### config.mk
export PLATFORM = sky130hd
export DESIGN_NAME = md_ctrl
export DESIGN_NICKNAME = d
export VERILOG_FILES = /design/src/rtl/md_ctrl.sv
export SDC_FILE = /design/constraint.sdc
export NUM_CORES = 2
export LEC_CHECK = 0
export ABC_AREA = 1
export ABC_CLOCK_PERIOD_IN_PS = 10800
export BUFFER_PORTS_ARGS = -buffer_cell sky130_fd_sc_hd__buf_2
export CORE_AREA = 2 2 322 324
export CTS_CLUSTER_DIAMETER = 30
export DETAILED_ROUTE_END_ITERATION = 10
export DIE_AREA = 0 0 324 326
export GPL_ROUTABILITY_DRIVEN = 0
export GPL_TIMING_DRIVEN = 0
export PLACE_DENSITY = 0.7
export SETUP_SLACK_MARGIN = 0.2
export SLEW_MARGIN = 15
export SYNTH_ARGS = -nofsm -noshare
export SYNTH_HDL_FRONTEND = slang
export SYNTH_SLANG_ARGS = --single-unit
### constraint.sdc
create_clock -name clk -period 10.8 [get_ports clk]
set_input_delay 0.54 -clock clk [delete_from_list [all_inputs] [get_ports clk]]
set_output_delay 0.54 -clock clk [all_outputs]
set_load 0.01 [all_outputs]
### src/rtl/md_ctrl.sv
// Multiply/divide controller with architectural HI/LO registers and pipeline stall generation.
// Define MD_DIV_EN to include div/divu support; without it only mult/multu are accepted.
module md_ctrl #(
    parameter int MULT_CYCLES = 5,
    parameter int DIV_CYCLES  = 10
) (
    input  logic        clk,
    input  logic        reset_n,
    input  logic        start,
    input  logic [1:0]  op,
    input  logic [31:0] rs_val,
    input  logic [31:0] rt_val,
    input  logic        hi_we,
    input  logic        lo_we,
    input  logic [31:0] wdata,
    input  logic        md_use_d,
    output logic        busy,
    output logic [31:0] hi,
    output logic [31:0] lo,
    output logic        md_stall
);

    localparam logic [1:0] S_IDLE = 2'd0;
    localparam logic [1:0] S_MUL  = 2'd1;
`ifdef MD_DIV_EN
    localparam logic [1:0] S_DIV  = 2'd2;
    localparam logic [4:0] DIV_LOAD = 5'(DIV_CYCLES);
`endif
    localparam logic [4:0] MULT_LOAD = 5'(MULT_CYCLES);

    logic [1:0]  state_q, state_d;
    logic [4:0]  count_q, count_d;
    logic        unsigned_q, unsigned_d;
    logic [31:0] rs_q, rs_d;
    logic [31:0] rt_q, rt_d;
    logic [31:0] hi_q, hi_d;
    logic [31:0] lo_q, lo_d;

    // Sign-extending to 64 bits lets one multiplier serve both mult and multu.
    logic        rs_ext, rt_ext;
    logic [63:0] product;

    always_comb begin
        rs_ext  = ~unsigned_q & rs_q[31];
        rt_ext  = ~unsigned_q & rt_q[31];
        product = {{32{rs_ext}}, rs_q} * {{32{rt_ext}}, rt_q};
    end

`ifdef MD_DIV_EN
    logic        rs_neg, rt_neg, div_by_zero;
    logic [31:0] rs_mag, rt_mag, den, q_mag, r_mag, quotient, remainder;

    // Divide on magnitudes, then restore signs: quotient truncates toward zero,
    // remainder follows the dividend.
    always_comb begin
        rs_neg      = ~unsigned_q & rs_q[31];
        rt_neg      = ~unsigned_q & rt_q[31];
        rs_mag      = rs_neg ? (32'd0 - rs_q) : rs_q;
        rt_mag      = rt_neg ? (32'd0 - rt_q) : rt_q;
        div_by_zero = (rt_q == 32'd0);
        den         = div_by_zero ? 32'd1 : rt_mag;
        q_mag       = rs_mag / den;
        r_mag       = rs_mag % den;
        quotient    = (rs_neg ^ rt_neg) ? (32'd0 - q_mag) : q_mag;
        remainder   = rs_neg ? (32'd0 - r_mag) : r_mag;
    end
`endif

    always_comb begin
        state_d    = state_q;
        count_d    = count_q;
        unsigned_d = unsigned_q;
        rs_d       = rs_q;
        rt_d       = rt_q;
        hi_d       = hi_q;
        lo_d       = lo_q;
        case (state_q)
            S_IDLE: begin
                if (start) begin
                    if (!op[1]) begin
                        state_d    = S_MUL;
                        count_d    = MULT_LOAD;
                        unsigned_d = op[0];
                        rs_d       = rs_val;
                        rt_d       = rt_val;
                    end
`ifdef MD_DIV_EN
                    else begin
                        state_d    = S_DIV;
                        count_d    = DIV_LOAD;
                        unsigned_d = op[0];
                        rs_d       = rs_val;
                        rt_d       = rt_val;
                    end
`endif
                end else begin
                    if (hi_we) hi_d = wdata;
                    if (lo_we) lo_d = wdata;
                end
            end
            S_MUL: begin
                count_d = count_q - 5'd1;
                if (count_q == 5'd1) begin
                    state_d = S_IDLE;
                    hi_d    = product[63:32];
                    lo_d    = product[31:0];
                end
            end
`ifdef MD_DIV_EN
            S_DIV: begin
                count_d = count_q - 5'd1;
                if (count_q == 5'd1) begin
                    state_d = S_IDLE;
                    if (!div_by_zero) begin
                        hi_d = remainder;
                        lo_d = quotient;
                    end
                end
            end
`endif
            default: begin
                state_d = S_IDLE;
                count_d = 5'd0;
            end
        endcase
    end

    always_ff @(posedge clk or negedge reset_n) begin
        if (!reset_n) begin
            state_q    <= S_IDLE;
            count_q    <= 5'd0;
            unsigned_q <= 1'b0;
            rs_q       <= 32'd0;
            rt_q       <= 32'd0;
            hi_q       <= 32'd0;
            lo_q       <= 32'd0;
        end else begin
            state_q    <= state_d;
            count_q    <= count_d;
            unsigned_q <= unsigned_d;
            rs_q       <= rs_d;
            rt_q       <= rt_d;
            hi_q       <= hi_d;
            lo_q       <= lo_d;
        end
    end

    assign busy     = (state_q != S_IDLE);
    assign hi       = hi_q;
    assign lo       = lo_q;
    assign md_stall = md_use_d & (start | busy);

endmodule

# ---- After elaboration in Yosys (flattened, before gate mapping)
# Cells that the tools add are included.
dict set report word_totals {
  word_cells 46
  out_inout_bits 66
  reg_bits 136
  in_bits 104
}
dict set report classes {
  n_addsub 1
  n_reduce_logical 8
  mul 1
  bitwise_logic 6
  muxes 15
  eq_ne 8
}
# cell n
set op_table {}
lappend op_table {{2-to-1 mux 32 bit} 6}
lappend op_table {{case mux 32 bit (2 select lines)} 2}
lappend op_table {{multiplier 33 x 33 -> 64 bit} 1}
lappend op_table {{inequality test 2 bit, second input constant} 6}
lappend op_table {{2-to-1 mux 5 bit} 2}
lappend op_table {{case mux 5 bit (2 select lines)} 1}
lappend op_table {{AND reduction 4 bit} 2}
lappend op_table {{2-to-1 mux 2 bit} 3}
lappend op_table {{AND reduction 3 bit} 2}
lappend op_table {{== test 5 x 1 -> 1 bit, second input constant} 1}
lappend op_table {{subtractor 5 x 1 -> 5 bit, second input constant} 1}
lappend op_table {{case mux 2 bit (2 select lines)} 1}
lappend op_table {{nonzero test 2 bit} 2}
lappend op_table {{AND 1 bit} 3}
lappend op_table {{== test 2 x 1 -> 1 bit, second input constant} 1}
lappend op_table {{logical NOT 2 bit} 1}
lappend op_table {{NOT 1 bit} 2}
lappend op_table {{AND reduction 2 bit} 1}
lappend op_table {{OR 1 bit} 1}

# ---- Depth between registers and ports, before layout
dict set report logic_depth {
  ltp_word 5
  depth_mapped 36
  mapped_depth_nobuf 34
}

# ---- Worst setup path before layout
# No wires, ideal clock.
dict set report synth_timing {
  path_kind {register to register}
  start {reg unsigned_q}
  end {reg hi_q[29] (netlist: hi[29])}
  setup_slack_ns 3.415
  n_path_buf 2
  t_arrival_ns 7.264
  synth_period_minus_slack_ns 7.385
  required_ns 10.679
  path_stages_with_launch 30
  setup_ns 0.121
  path_cell_list {dfrtp_1 -> clkbuf_1 -> buf_1 -> nor2_1 -> fa_1 -> inv_1 -> fa_1 -> inv_1 -> fa_1 -> inv_1 -> fa_1 -> fa_1 -> inv_1 -> fa_1 -> inv_1 -> fa_1 -> fa_1 -> inv_1 -> ha_1 -> nand2_1 -> nor2_1 -> inv_1 -> nor2_1 -> nand2_1 -> nor3_1 -> nand2_1 -> nand3_1 -> nand2_1 -> nand3_1 -> a21oi_1}
}
dict set report synth_via {
  elab_chain_cells 5
  elab_cells_between_ends 6
  classes_between {mul (1); mux (2); bitwise (3)}
}
# item line_no
set synth_lines {}
lappend synth_lines {{start: declaration} 33} ;# logic unsigned_q, unsigned_d;
lappend synth_lines {{start signal: assignment} 140} ;# unsigned_q <= unsigned_d;
lappend synth_lines {{NOT 1 bit (*)} {44, 45}}
lappend synth_lines {{AND 1 bit (on tied branches)} {44, 45}}
lappend synth_lines {{multiplier 33 x 33 -> 64 bit (*)} 46} ;# product = {{32{rs_ext}}, rs_q} * {{32{rt_ext}}, rt_q};
lappend synth_lines {{2-to-1 mux 32 bit (*)} 103} ;# if (count_q == 5'd1) begin
lappend synth_lines {{case mux 32 bit (2 select lines) (*)} 77} ;# case (state_q)
lappend synth_lines {{end signal: assignment} 143} ;# hi_q <= hi_d;
lappend synth_lines {{end: declaration} 36} ;# logic [31:0] hi_q, hi_d;
# Every way passes the cells marked *; elsewhere a longest branch is shown, timed or not. The select of a mux whose other input is x is not followed.
# A chain may end at the register's enable or synchronous reset.

# ---- Worst setup path after layout
dict set report layout_timing {
  start {reg unsigned_q}
  end {reg hi_q[31] (netlist: hi[31])}
}
# The elaborated chain is that of the path after synthesis.

==> results.cfg <==
[timing]
min_period_ns = 9.84
final_hold_viol_count = 0
fin_crit_sh = 0.911
timing.final.max_slew_violations = 0
skew_ns = 0.0373
slew_headroom = 0.119
rsz0062_at_grt = false
max_freq_mhz = 102
finalSetupViolCount = 0
setup_tns_ns = 0
worstMarginPinSlew_ns = 1.32

[logic_synthesis]
yosysWarningCount = 0
synth_area_leaders = fa_1 49%, inv_1 13%, nand2_1 13%
syn_area_sq_um = 45700
async_flop_share = 1.00
syn_inst = 5765
seq_area_frac_synth = 0.0740
synth_area_per_cell_sq_um = 7.92
synthFlopType = dfrtp_1
ys_ff_latch = 135
synth_nets = 7208
synth_edf_count = 0
yosysUniqueCellTypes = 43
synth_top_area_frac = 0.493
synth_top_area_cell = fa_1

[worst_hold_path]
holdCritPathClass = in -> reg

[die]
die-area_sq_um = 106000
die_y_microns = 326
fp-row-count = 118
start_util = 0.445
die_w_microns = 324
core_sq_um = 103000
pin_count = 170

[setup_path]
cp_max_fo = 10
crit_type = reg -> reg
r2r_slack_ns = 0.96
critPathMaxStageDelay_ns = 0.80
start_kind = register
crit_buf_inv = 6
crit_path_frequent_cell = fa_1
slowest_stage = fa_1
required_ns = 11.19
crit_family = adder cells
end_kind = register
cp.arrival_ns = 10.23

[placed_design]
port_buffers = 169
hpwl_microns = 140000

[route]
ant_nets = 0
num_vias = 39300
first_pass_iters = 8
drt_iter0_drc = 4828
drc = 0
wl_per_cell_microns = 22.6
vias_per_cell = 5.35
wl_microns = 166000

[clock_network]
htreeDepth = 4
cts.path.max_buffers = 2
postCtsSetupRepairBufs = 0
clock_sinks = 135
path_clk_slew_ns = 0.10
cts_made_buffers = 17
clkLatencyLatePin_ns = 0.50
root_buffer = clkbuf_16
holdBufCountCts = 1
cts_resized = 0
tritoncts = yes

[grt]
grt_max_degree = 77
grt_pass1_vias = 41200
grt_antenna_before_repair = 9
grt.overflow.total = 0
grt_pass1_wl_microns = 252000
grt_usage = 0.328

[final_layout]
layout_common_cells = 1633 x inv_1, 1600 x nand2_1, 1124 x fa_1
syn_to_final_growth_pct = 7.10
layout_commonest_cell = inv_1
nNetsFinal = 7398
drive_above_1_share = 0.0491

[flow_run]
drv_cap = 0

[run_status]
outcome = complete, no violations
per-stage QoR:
| step | util | hold WS, ns | instance area (sq um) | cells | worst slack (ns) |
|---|---|---|---|---|---|
| 2_1_floorplan | - | 0.244 | 45700 | 5765 | 3.41 |
| 3_3_place_gp | 0.470 | 0.465 | 48200 | 7314 | 1.50 |
| 3_5_place_dp | 0.471 | 0.475 | 48300 | 7315 | 1.40 |
| 4_1_cts | 0.476 | 0.213 | 48900 | 7348 | 1.33 |
| 5_1_grt | 0.477 | 0.238 | 48900 | 7350 | 0.709 |
| 6_report | 0.477 | 0.239 | 48900 | 7354 | 0.962 |
final cells by class:
| cell class | count | area (sq um) |
|---|---|---|
| sequential | 135 | 3380 |
| tap | 1380 | 1730 |
| inverter | 1643 | 6170 |
| clock buffer | 17 | 425 |
| fill | 10000 | 53700 |
| clock inverter | 15 | 178 |
| multi-input combinational | 3686 | 35000 |
| antenna | 6 | 15.0 |
| timing repair buffer | 171 | 893 |
| buffer | 301 | 1150 |
worst paths after layout:
path	from	end	depth (start not counted)
max in group asynchronous	reset_n	rt_q[27]	3
min in group asynchronous	reset_n	lo[26]	2
min	rs_val[5]	rs_q[5]	3
max	unsigned_q	hi[31]	25
min reg2reg	lo[7]	lo[7]	2
max reg2reg	unsigned_q	hi[31]	25
tightest hold or removal path: cells and delay by family:
| kind | cells | cell delay (ns) |
|---|---|---|
| buffers and inverters | 1 | 0.08 |
| AND/OR/NAND/NOR | 2 | 0.09 |
flip-flops by register name, indices dropped and copies added (netlist names):
register	count
hi	32
state_q	1
rs_q	32
rt_q	32
unsigned_q	1
lo	32
count_q	5
synthesized netlist by cell type (2+ instances only):
master and n:
a31oi_1 13, a21oi_1 173, clkinv_1 2, o21ai_1 8
ha_1 214, nor3_1 9, or2_2 17, o21ai_0 58
nor2_2 20, clkbuf_1 283, fa_1 1125, xnor2_1 5
buf_2 12, nand3_1 108, xor2_1 4, buf_1 5
inv_2 8, a21oi_2 4, nor2_1 240, nand3_2 7
nand4_1 27, o21a_1 6, nand2_1 1600, dfrtp_1 135
inv_1 1633, nand2_2 11, nor3_2 5, nand3b_1 6
o21bai_1 13
routing by layer:
layer  vias to the layer above  global-route usage  share of wire
li1                      16500                   -              -
met1                     19400               0.402           0.35
met2                      2719               0.461           0.41
met3                       640               0.156           0.16
met4                        14               0.210          0.083
met5                         -             0.00680        0.00094
cells by family (layout without fill, tap and decap cells):
kind of cell,count (synthesis),in the layout,synth area share
adder cells (fa/ha/maj),1339,1339,0.552
XOR/XNOR,9,9,0.00173
buffers and inverters,1944,2147,0.160
AND/OR/NAND/NOR,2058,2058,0.180
flip-flops,135,135,0.0740
AO/OA/AOI/OAI,280,280,0.0327
other,0,6,0
Power is not shown: default switching activity piles up to over one toggle a cycle in this logic, so the estimate is an artifact.
